### src/rtl/pipe_hazard_ctrl_if.sv
// Data-memory request/acknowledge handshake between the
// hazard controller (master) and the data memory (slave).
interface pipe_hazard_ctrl_if;
    logic dmem_req;
    logic dmem_ack;

    modport master (
        output dmem_req,
        input  dmem_ack
    );

    modport slave (
        input  dmem_req,
        output dmem_ack
    );
endinterface

### src/rtl/pipe_hazard_ctrl.sv
// Stall/flush controller: load-use, branch flush, dmem wait/timeout.
// Optional perf counters: define PIPE_HAZARD_CTRL_PERF_EN.
module pipe_hazard_ctrl #(
    parameter int TIMEOUT_CYCLES = 64,
    parameter int CNT_W          = 10
) (
    input  logic        clk,
    input  logic        rst,
    input  logic [4:0]  id_rs1,
    input  logic [4:0]  id_rs2,
    input  logic        id_use_rs1,
    input  logic        id_use_rs2,
    input  logic [4:0]  ex_rd,
    input  logic        ex_mem_read,
    input  logic        ex_branch_taken,
    input  logic        me_mem_read,
    input  logic        me_mem_write,
    pipe_hazard_ctrl_if.master dmem,
    output logic        pc_stall,
    output logic        if_id_stall,
    output logic        if_id_flush,
    output logic        id_ex_stall,
    output logic        id_ex_flush,
    output logic        ex_mem_stall,
    output logic        mem_wb_flush,
    output logic        bus_err,
    output logic [31:0] perf_stall_cnt,
    output logic [31:0] perf_flush_cnt
);

    typedef enum logic [1:0] {
        IDLE,
        BUSY,
        ERR
    } state_t;

    localparam logic [CNT_W-1:0] CNT_LAST =
        CNT_W'(TIMEOUT_CYCLES - 1);
    localparam logic [CNT_W-1:0] CNT_ONE =
        CNT_W'(1);
    localparam logic [CNT_W-1:0] CNT_MAX = '1;

    state_t           state;
    logic [CNT_W-1:0] cnt;

    logic mem_access;
    logic mem_stall;
    logic req;
    logic load_use;
    logic rs1_hit;
    logic rs2_hit;
    logic sel_mem;
    logic sel_br;
    logic sel_lu;

    assign mem_access = me_mem_read | me_mem_write;

    assign rs1_hit = id_use_rs1 & (ex_rd == id_rs1);
    assign rs2_hit = id_use_rs2 & (ex_rd == id_rs2);
    assign load_use = ex_mem_read & (ex_rd != 5'd0)
                    & (rs1_hit | rs2_hit);

    always_comb begin
        mem_stall = 1'b0;
        req       = 1'b0;
        case (state)
            IDLE: begin
                req       = mem_access;
                mem_stall = mem_access & ~dmem.dmem_ack;
            end
            BUSY: begin
                req       = 1'b1;
                mem_stall = ~dmem.dmem_ack;
            end
            ERR: begin
                req       = 1'b0;
                mem_stall = 1'b1;
            end
            default: begin
                req       = 1'b0;
                mem_stall = 1'b0;
            end
        endcase
    end

    // One-hot priority: frozen memory > taken branch > load-use.
    assign sel_mem = rst & mem_stall;
    assign sel_br  = rst & ~mem_stall & ex_branch_taken;
    assign sel_lu  = rst & ~mem_stall & ~ex_branch_taken
                   & load_use;

    assign dmem.dmem_req = rst & req;

    always_comb begin
        pc_stall     = 1'b0;
        if_id_stall  = 1'b0;
        if_id_flush  = 1'b0;
        id_ex_stall  = 1'b0;
        id_ex_flush  = 1'b0;
        ex_mem_stall = 1'b0;
        mem_wb_flush = 1'b0;
        unique case (1'b1)
            sel_mem: begin
                pc_stall     = 1'b1;
                if_id_stall  = 1'b1;
                id_ex_stall  = 1'b1;
                ex_mem_stall = 1'b1;
                mem_wb_flush = 1'b1;
            end
            sel_br: begin
                if_id_flush = 1'b1;
                id_ex_flush = 1'b1;
            end
            sel_lu: begin
                pc_stall    = 1'b1;
                if_id_stall = 1'b1;
                id_ex_flush = 1'b1;
            end
            default: ;
        endcase
    end

    always_ff @(posedge clk or negedge rst) begin
        if (!rst) begin
            state   <= IDLE;
            cnt     <= '0;
            bus_err <= 1'b0;
        end else begin
            case (state)
                IDLE: begin
                    if (mem_access && !dmem.dmem_ack) begin
                        state <= BUSY;
                        cnt   <= '0;
                    end
                end
                BUSY: begin
                    if (dmem.dmem_ack) begin
                        state <= IDLE;
                        cnt   <= '0;
                    end else if (cnt == CNT_LAST) begin
                        state   <= ERR;
                        bus_err <= 1'b1;
                    end else if (cnt != CNT_MAX) begin
                        cnt <= cnt + CNT_ONE;
                    end
                end
                ERR: begin
                    state   <= ERR;
                    bus_err <= 1'b1;
                end
                default: begin
                    state <= IDLE;
                    cnt   <= '0;
                end
            endcase
        end
    end

`ifdef PIPE_HAZARD_CTRL_PERF_EN
    logic [31:0] stall_q;
    logic [31:0] flush_q;

    always_ff @(posedge clk or negedge rst) begin
        if (!rst) begin
            stall_q <= 32'h0;
            flush_q <= 32'h0;
        end else begin
            if (pc_stall)
                stall_q <= stall_q + 32'd1;
            if (if_id_flush | id_ex_flush)
                flush_q <= flush_q + 32'd1;
        end
    end

    assign perf_stall_cnt = stall_q;
    assign perf_flush_cnt = flush_q;
`else
    assign perf_stall_cnt = 32'h0;
    assign perf_flush_cnt = 32'h0;
`endif

endmodule

### src/flat_wrapper.sv
// flat-port wrapper written by rule: the top's interface ports become plain ports
module pipe_hazard_ctrl_flat 
#(
    parameter int TIMEOUT_CYCLES = 64,
    parameter int CNT_W          = 10
)
  (clk, rst, id_rs1, id_rs2, id_use_rs1, id_use_rs2, ex_rd, ex_mem_read, ex_branch_taken, me_mem_read, me_mem_write, pc_stall, if_id_stall, if_id_flush, id_ex_stall, id_ex_flush, ex_mem_stall, mem_wb_flush, bus_err, perf_stall_cnt, perf_flush_cnt, dmem_dmem_req, dmem_dmem_ack);
  pipe_hazard_ctrl_if dmem_i ();
  input  logic clk;
  input  logic rst;
  input  logic [4:0] id_rs1;
  input  logic [4:0] id_rs2;
  input  logic id_use_rs1;
  input  logic id_use_rs2;
  input  logic [4:0] ex_rd;
  input  logic ex_mem_read;
  input  logic ex_branch_taken;
  input  logic me_mem_read;
  input  logic me_mem_write;
  output logic pc_stall;
  output logic if_id_stall;
  output logic if_id_flush;
  output logic id_ex_stall;
  output logic id_ex_flush;
  output logic ex_mem_stall;
  output logic mem_wb_flush;
  output logic bus_err;
  output logic [31:0] perf_stall_cnt;
  output logic [31:0] perf_flush_cnt;
  output wire logic [$bits(dmem_i.dmem_req)-1:0] dmem_dmem_req;
  input wire logic [$bits(dmem_i.dmem_ack)-1:0] dmem_dmem_ack;
  assign dmem_dmem_req = dmem_i.dmem_req;
  assign dmem_i.dmem_ack = dmem_dmem_ack;
  pipe_hazard_ctrl #(.TIMEOUT_CYCLES(TIMEOUT_CYCLES), .CNT_W(CNT_W)) u_core (.clk(clk), .rst(rst), .id_rs1(id_rs1), .id_rs2(id_rs2), .id_use_rs1(id_use_rs1), .id_use_rs2(id_use_rs2), .ex_rd(ex_rd), .ex_mem_read(ex_mem_read), .ex_branch_taken(ex_branch_taken), .me_mem_read(me_mem_read), .me_mem_write(me_mem_write), .dmem(dmem_i), .pc_stall(pc_stall), .if_id_stall(if_id_stall), .if_id_flush(if_id_flush), .id_ex_stall(id_ex_stall), .id_ex_flush(id_ex_flush), .ex_mem_stall(ex_mem_stall), .mem_wb_flush(mem_wb_flush), .bus_err(bus_err), .perf_stall_cnt(perf_stall_cnt), .perf_flush_cnt(perf_flush_cnt));
endmodule
### config.mk
export PLATFORM = sky130hd
export DESIGN_NAME = pipe_hazard_ctrl_flat
export DESIGN_NICKNAME = d
export VERILOG_FILES = /design/src/rtl/pipe_hazard_ctrl_if.sv /design/src/rtl/pipe_hazard_ctrl.sv /design/src/flat_wrapper.sv
export SDC_FILE = /design/constraint.sdc
export NUM_CORES = 1
export LEC_CHECK = 0
export ABC_AREA = 1
export ABC_CLOCK_PERIOD_IN_PS = 1300
export BUFFER_PORTS_ARGS = -buffer_cell sky130_fd_sc_hd__buf_2
export CAP_MARGIN = 20
export CORE_MARGIN = 2
export CORE_UTILIZATION = 40
export DETAILED_ROUTE_END_ITERATION = 8
export PLACE_DENSITY = 0.77
export SYNTH_ARGS = -nofsm -noshare
export SYNTH_HDL_FRONTEND = slang
export SYNTH_SLANG_ARGS = --single-unit
### constraint.sdc
create_clock -name clk -period 1.3 [get_ports clk]
set_clock_uncertainty 0.05 [all_clocks]
set_input_delay 0.13 -clock clk [delete_from_list [all_inputs] [get_ports clk]]
set_output_delay 0.13 -clock clk [all_outputs]
set_load 0.05 [all_outputs]
==> flow_metrics.tcl <==
set metrics [dict create \
    status "finished, violations left" \
    violations "negative setup slack" \
    hold_violations 0 \
    core_sq_um 4030 \
    drc 0 \
    synthTopCellsByArea "buf_4, dfrtp_1, nand2_1" \
    final_common_cell "conb_1" \
    slowest_stage "dfrtp_1" \
    p_per_area_nw_per_um2 1230 \
    path_cells "inv_2, nand2_2, nand2_2, nand3_2, nor2_2, nand2_2, nand2_4, buf_8" \
    grt_pass1_wl_mm 5.54 \
    grt_overflow_total 0 \
    crit_start "u_core.state[0]$_DFFE_PN0P_" \
    power_frac_comb_pct 68.3 \
    fmax_ghz 0.644 \
    fin_cells 366 \
    r2r_start "u_core.state[1]$_DFFE_PN0P_" \
    ctsLongestPathBuffers 2 \
    yosysWarningCount 0 \
    worst_ep_arrival_time_ns 1.37 \
    clkTransAtPathRegs_ns 0.05 \
    portBuffers 32 \
    intPower_mw 1.31 \
    r2r-end "u_core.cnt[0]$_DFFE_PN0P_" \
    root_buffer "clkbuf_8" \
    share_seq_of_total_power_pct 18.3 \
    die_h_microns 69.0 \
    synth.distinct_cells 29 \
    dieWidth_microns 69.0 \
    clk_latency_ns 0.24 \
    htree_levels 1 \
    finalNetCount 342 \
    antenna_cells 0 \
    drtAntennaViolNets 0 \
    seq_area_frac_synth_pct 19.3 \
    antenna_found_initial 0 \
    drv_cap 0 \
    fin_ws_ns -0.252 \
    cts_tree "yes" \
    synth.ff_latch_count 13 \
    cp_num_buf_inv 2 \
    clkPwrFrac_pct 13.4 \
    setup_tns_ns -3.43 \
    hold_class "in -> reg" \
    rsz0062_at_grt "true" \
    p_sw_share_pct 50.7 \
    worst_path_most_repeated_cell "nand2_2" \
    routed_via_density 4.49 \
    cp-end-kind "output pin" \
    hpwl_mm 2.64 \
    grt_pass1_vias 1406 \
    slew_violations 0 \
    max_stage_delay_ns 0.38 \
    r2r_slack_ns -0.20 \
    routabilityCongestion 0.799 \
    start_kind "flop" \
    drt_first_pass_iters 4 \
    vias 1644 \
    dpl_worst_slack_ns -0.0718 \
    utilization_pct 53.6 \
    peakVddDrop_mv 0.419 \
    grt_max_degree 14 \
    drt_iter0_markers 91 \
    final_cell_mix "conb_1, nand2_1, buf_2, inv_1, nor2_1" \
    p_leak_nw 1.26 \
    synth_edf_count 0 \
    min_period_over_period_pct 119 \
    rows 23 \
    crit_required_ns 1.12 \
    p_switching_mw 1.35 \
    netlist_instances 256 \
    whs_path_depth 4 \
    setup_violations 19 \
    die_area_sq_um 4760 \
    wire_per_inst_microns 10.9 \
    min_to "u_core.state[0]$_DFFE_PN0P_" \
    io_pins 97 \
    avgSynthCellArea_sq_um 6.59 \
    crit_type "reg -> out" \
    drive_gt1_share_pct 33.5 \
    start_util_pct 41.9 \
    yosys.area.top_type "buf_4" \
    critical-path-top-delay-family "simple AND/OR/NAND/NOR gates" \
    cts.sinks 13 \
    place_inst 350 \
    syn-cell-area_sq_um 1690 \
    layout_min_cycle_time_ns 1.55 \
    track_usage_pct 15.2 \
    min_from "dmem_dmem_ack" \
    cts-buffers-inserted 3 \
    worstRegToRegCells 7 \
    cp_max_fo 3 \
    drt_wl_total_mm 3.98 \
    ys.flop_type "dfrtp_1" \
    async_flop_share_pct 100 \
    yosysTopAreaCellShare_pct 29.8 \
    syn_to_final_growth_pct 27.9 \
]
[per-layer routing]
| metal | up-vias | share of wire, % | track usage (%) |
|---|---|---|---|
| met5 | - | 0 | 0 |
| met3 | 16 | 6.7 | 1.46 |
| met4 | 0 | 3.1 | 5.39 |
| met1 | 757 | 37 | 16.4 |
| met2 | 90 | 54 | 30.3 |
| li1 | 781 | - | - |
[per-stage QoR]
step                instance area (sq um)  hold WS, ns  total power [mW]
CTS                                  1990        0.293              2.33
global route                         2160        0.382              2.79
finish                               2160        0.357              2.66
floorplan                            1970       -0.216              1.67
detailed placement                   1810        0.124              1.77
global placement                     1810        0.120              1.75
[Yosys cell counts, types with 2 or more instances]
master and number:
o21ai_0 5, nand3_2 3, nor2_4 2, a21oi_1 4, nand2_2 2, dfrtp_1 13
nor3_1 2, buf_4 67, nor2_2 4, nor2_1 23, nand2_1 73, nand4_1 5
inv_1 26, nand3_1 11, nand3b_1 2
[flip-flops by register name (all words and copies together), names as in the netlist]
signal / count
u_core.state: 2
u_core.bus_err: 1
u_core.cnt: 10
[worst max-delay path by stage]
| stage | endpoint | slack [ns] | cells past startpoint |
|---|---|---|---|
| final | if_id_stall | -0.25 | 8 |
| after global routing | if_id_stall | -0.34 | 8 |
| after CTS | ex_mem_stall | -0.21 | 7 |
| after detailed placement | if_id_stall | -0.07 | 8 |
| after global placement | if_id_stall | -0.06 | 8 |
| after floorplan | id_ex_stall | -0.20 | 7 |
[power groups by stage]
stage                     Sequential [mW]  Clock, mW  Combinational [mW]
after floorplan                     0.505          0                1.17
after global placement              0.493          0                1.26
after detailed placement            0.498          0                1.27
after CTS                           0.482      0.364                1.49
after global routing                0.490      0.380                1.92
final                               0.487      0.356                1.81
[final cells by class]
type,count,area [sq um]
clock buffer,4,45.0
fill,378,1870
inverter,27,105
multi-input combinational,212,1120
sequential,13,325
tap,50,62.6
timing repair buffer,60,498
[tightest hold or removal path: stages]
cell     delay (ns)
buf_2          0.11
inv_1          0.07
o21ai_0        0.18
o31ai_1        0.10
[repair_timing]
item / 4_1_cts / 5_1_grt
resized for setup: 24 / 33
setup buffers: 4 / 6
hold buffers: 1 / 0
pin swaps: 7 / 8
setup endpoints to repair: 18 / 21
cloned: 1 / 1
hold endpoints to repair: 13 / 0
[cells by family after synthesis]
| family | after synthesis | share of synthesized area (%) |
|---|---|---|
| buffers and inverters | 95 | 36.5 |
| other | 1 | 0.222 |
| DFF | 13 | 19.3 |
| xor gates and xnor gates | 1 | 0.519 |
| adders and majority gates | 1 | 0.741 |
| AOI/OAI and AO/OA | 13 | 4.97 |
| and+or+nand+nor | 132 | 37.8 |
(Power assumes the default switching activity.)
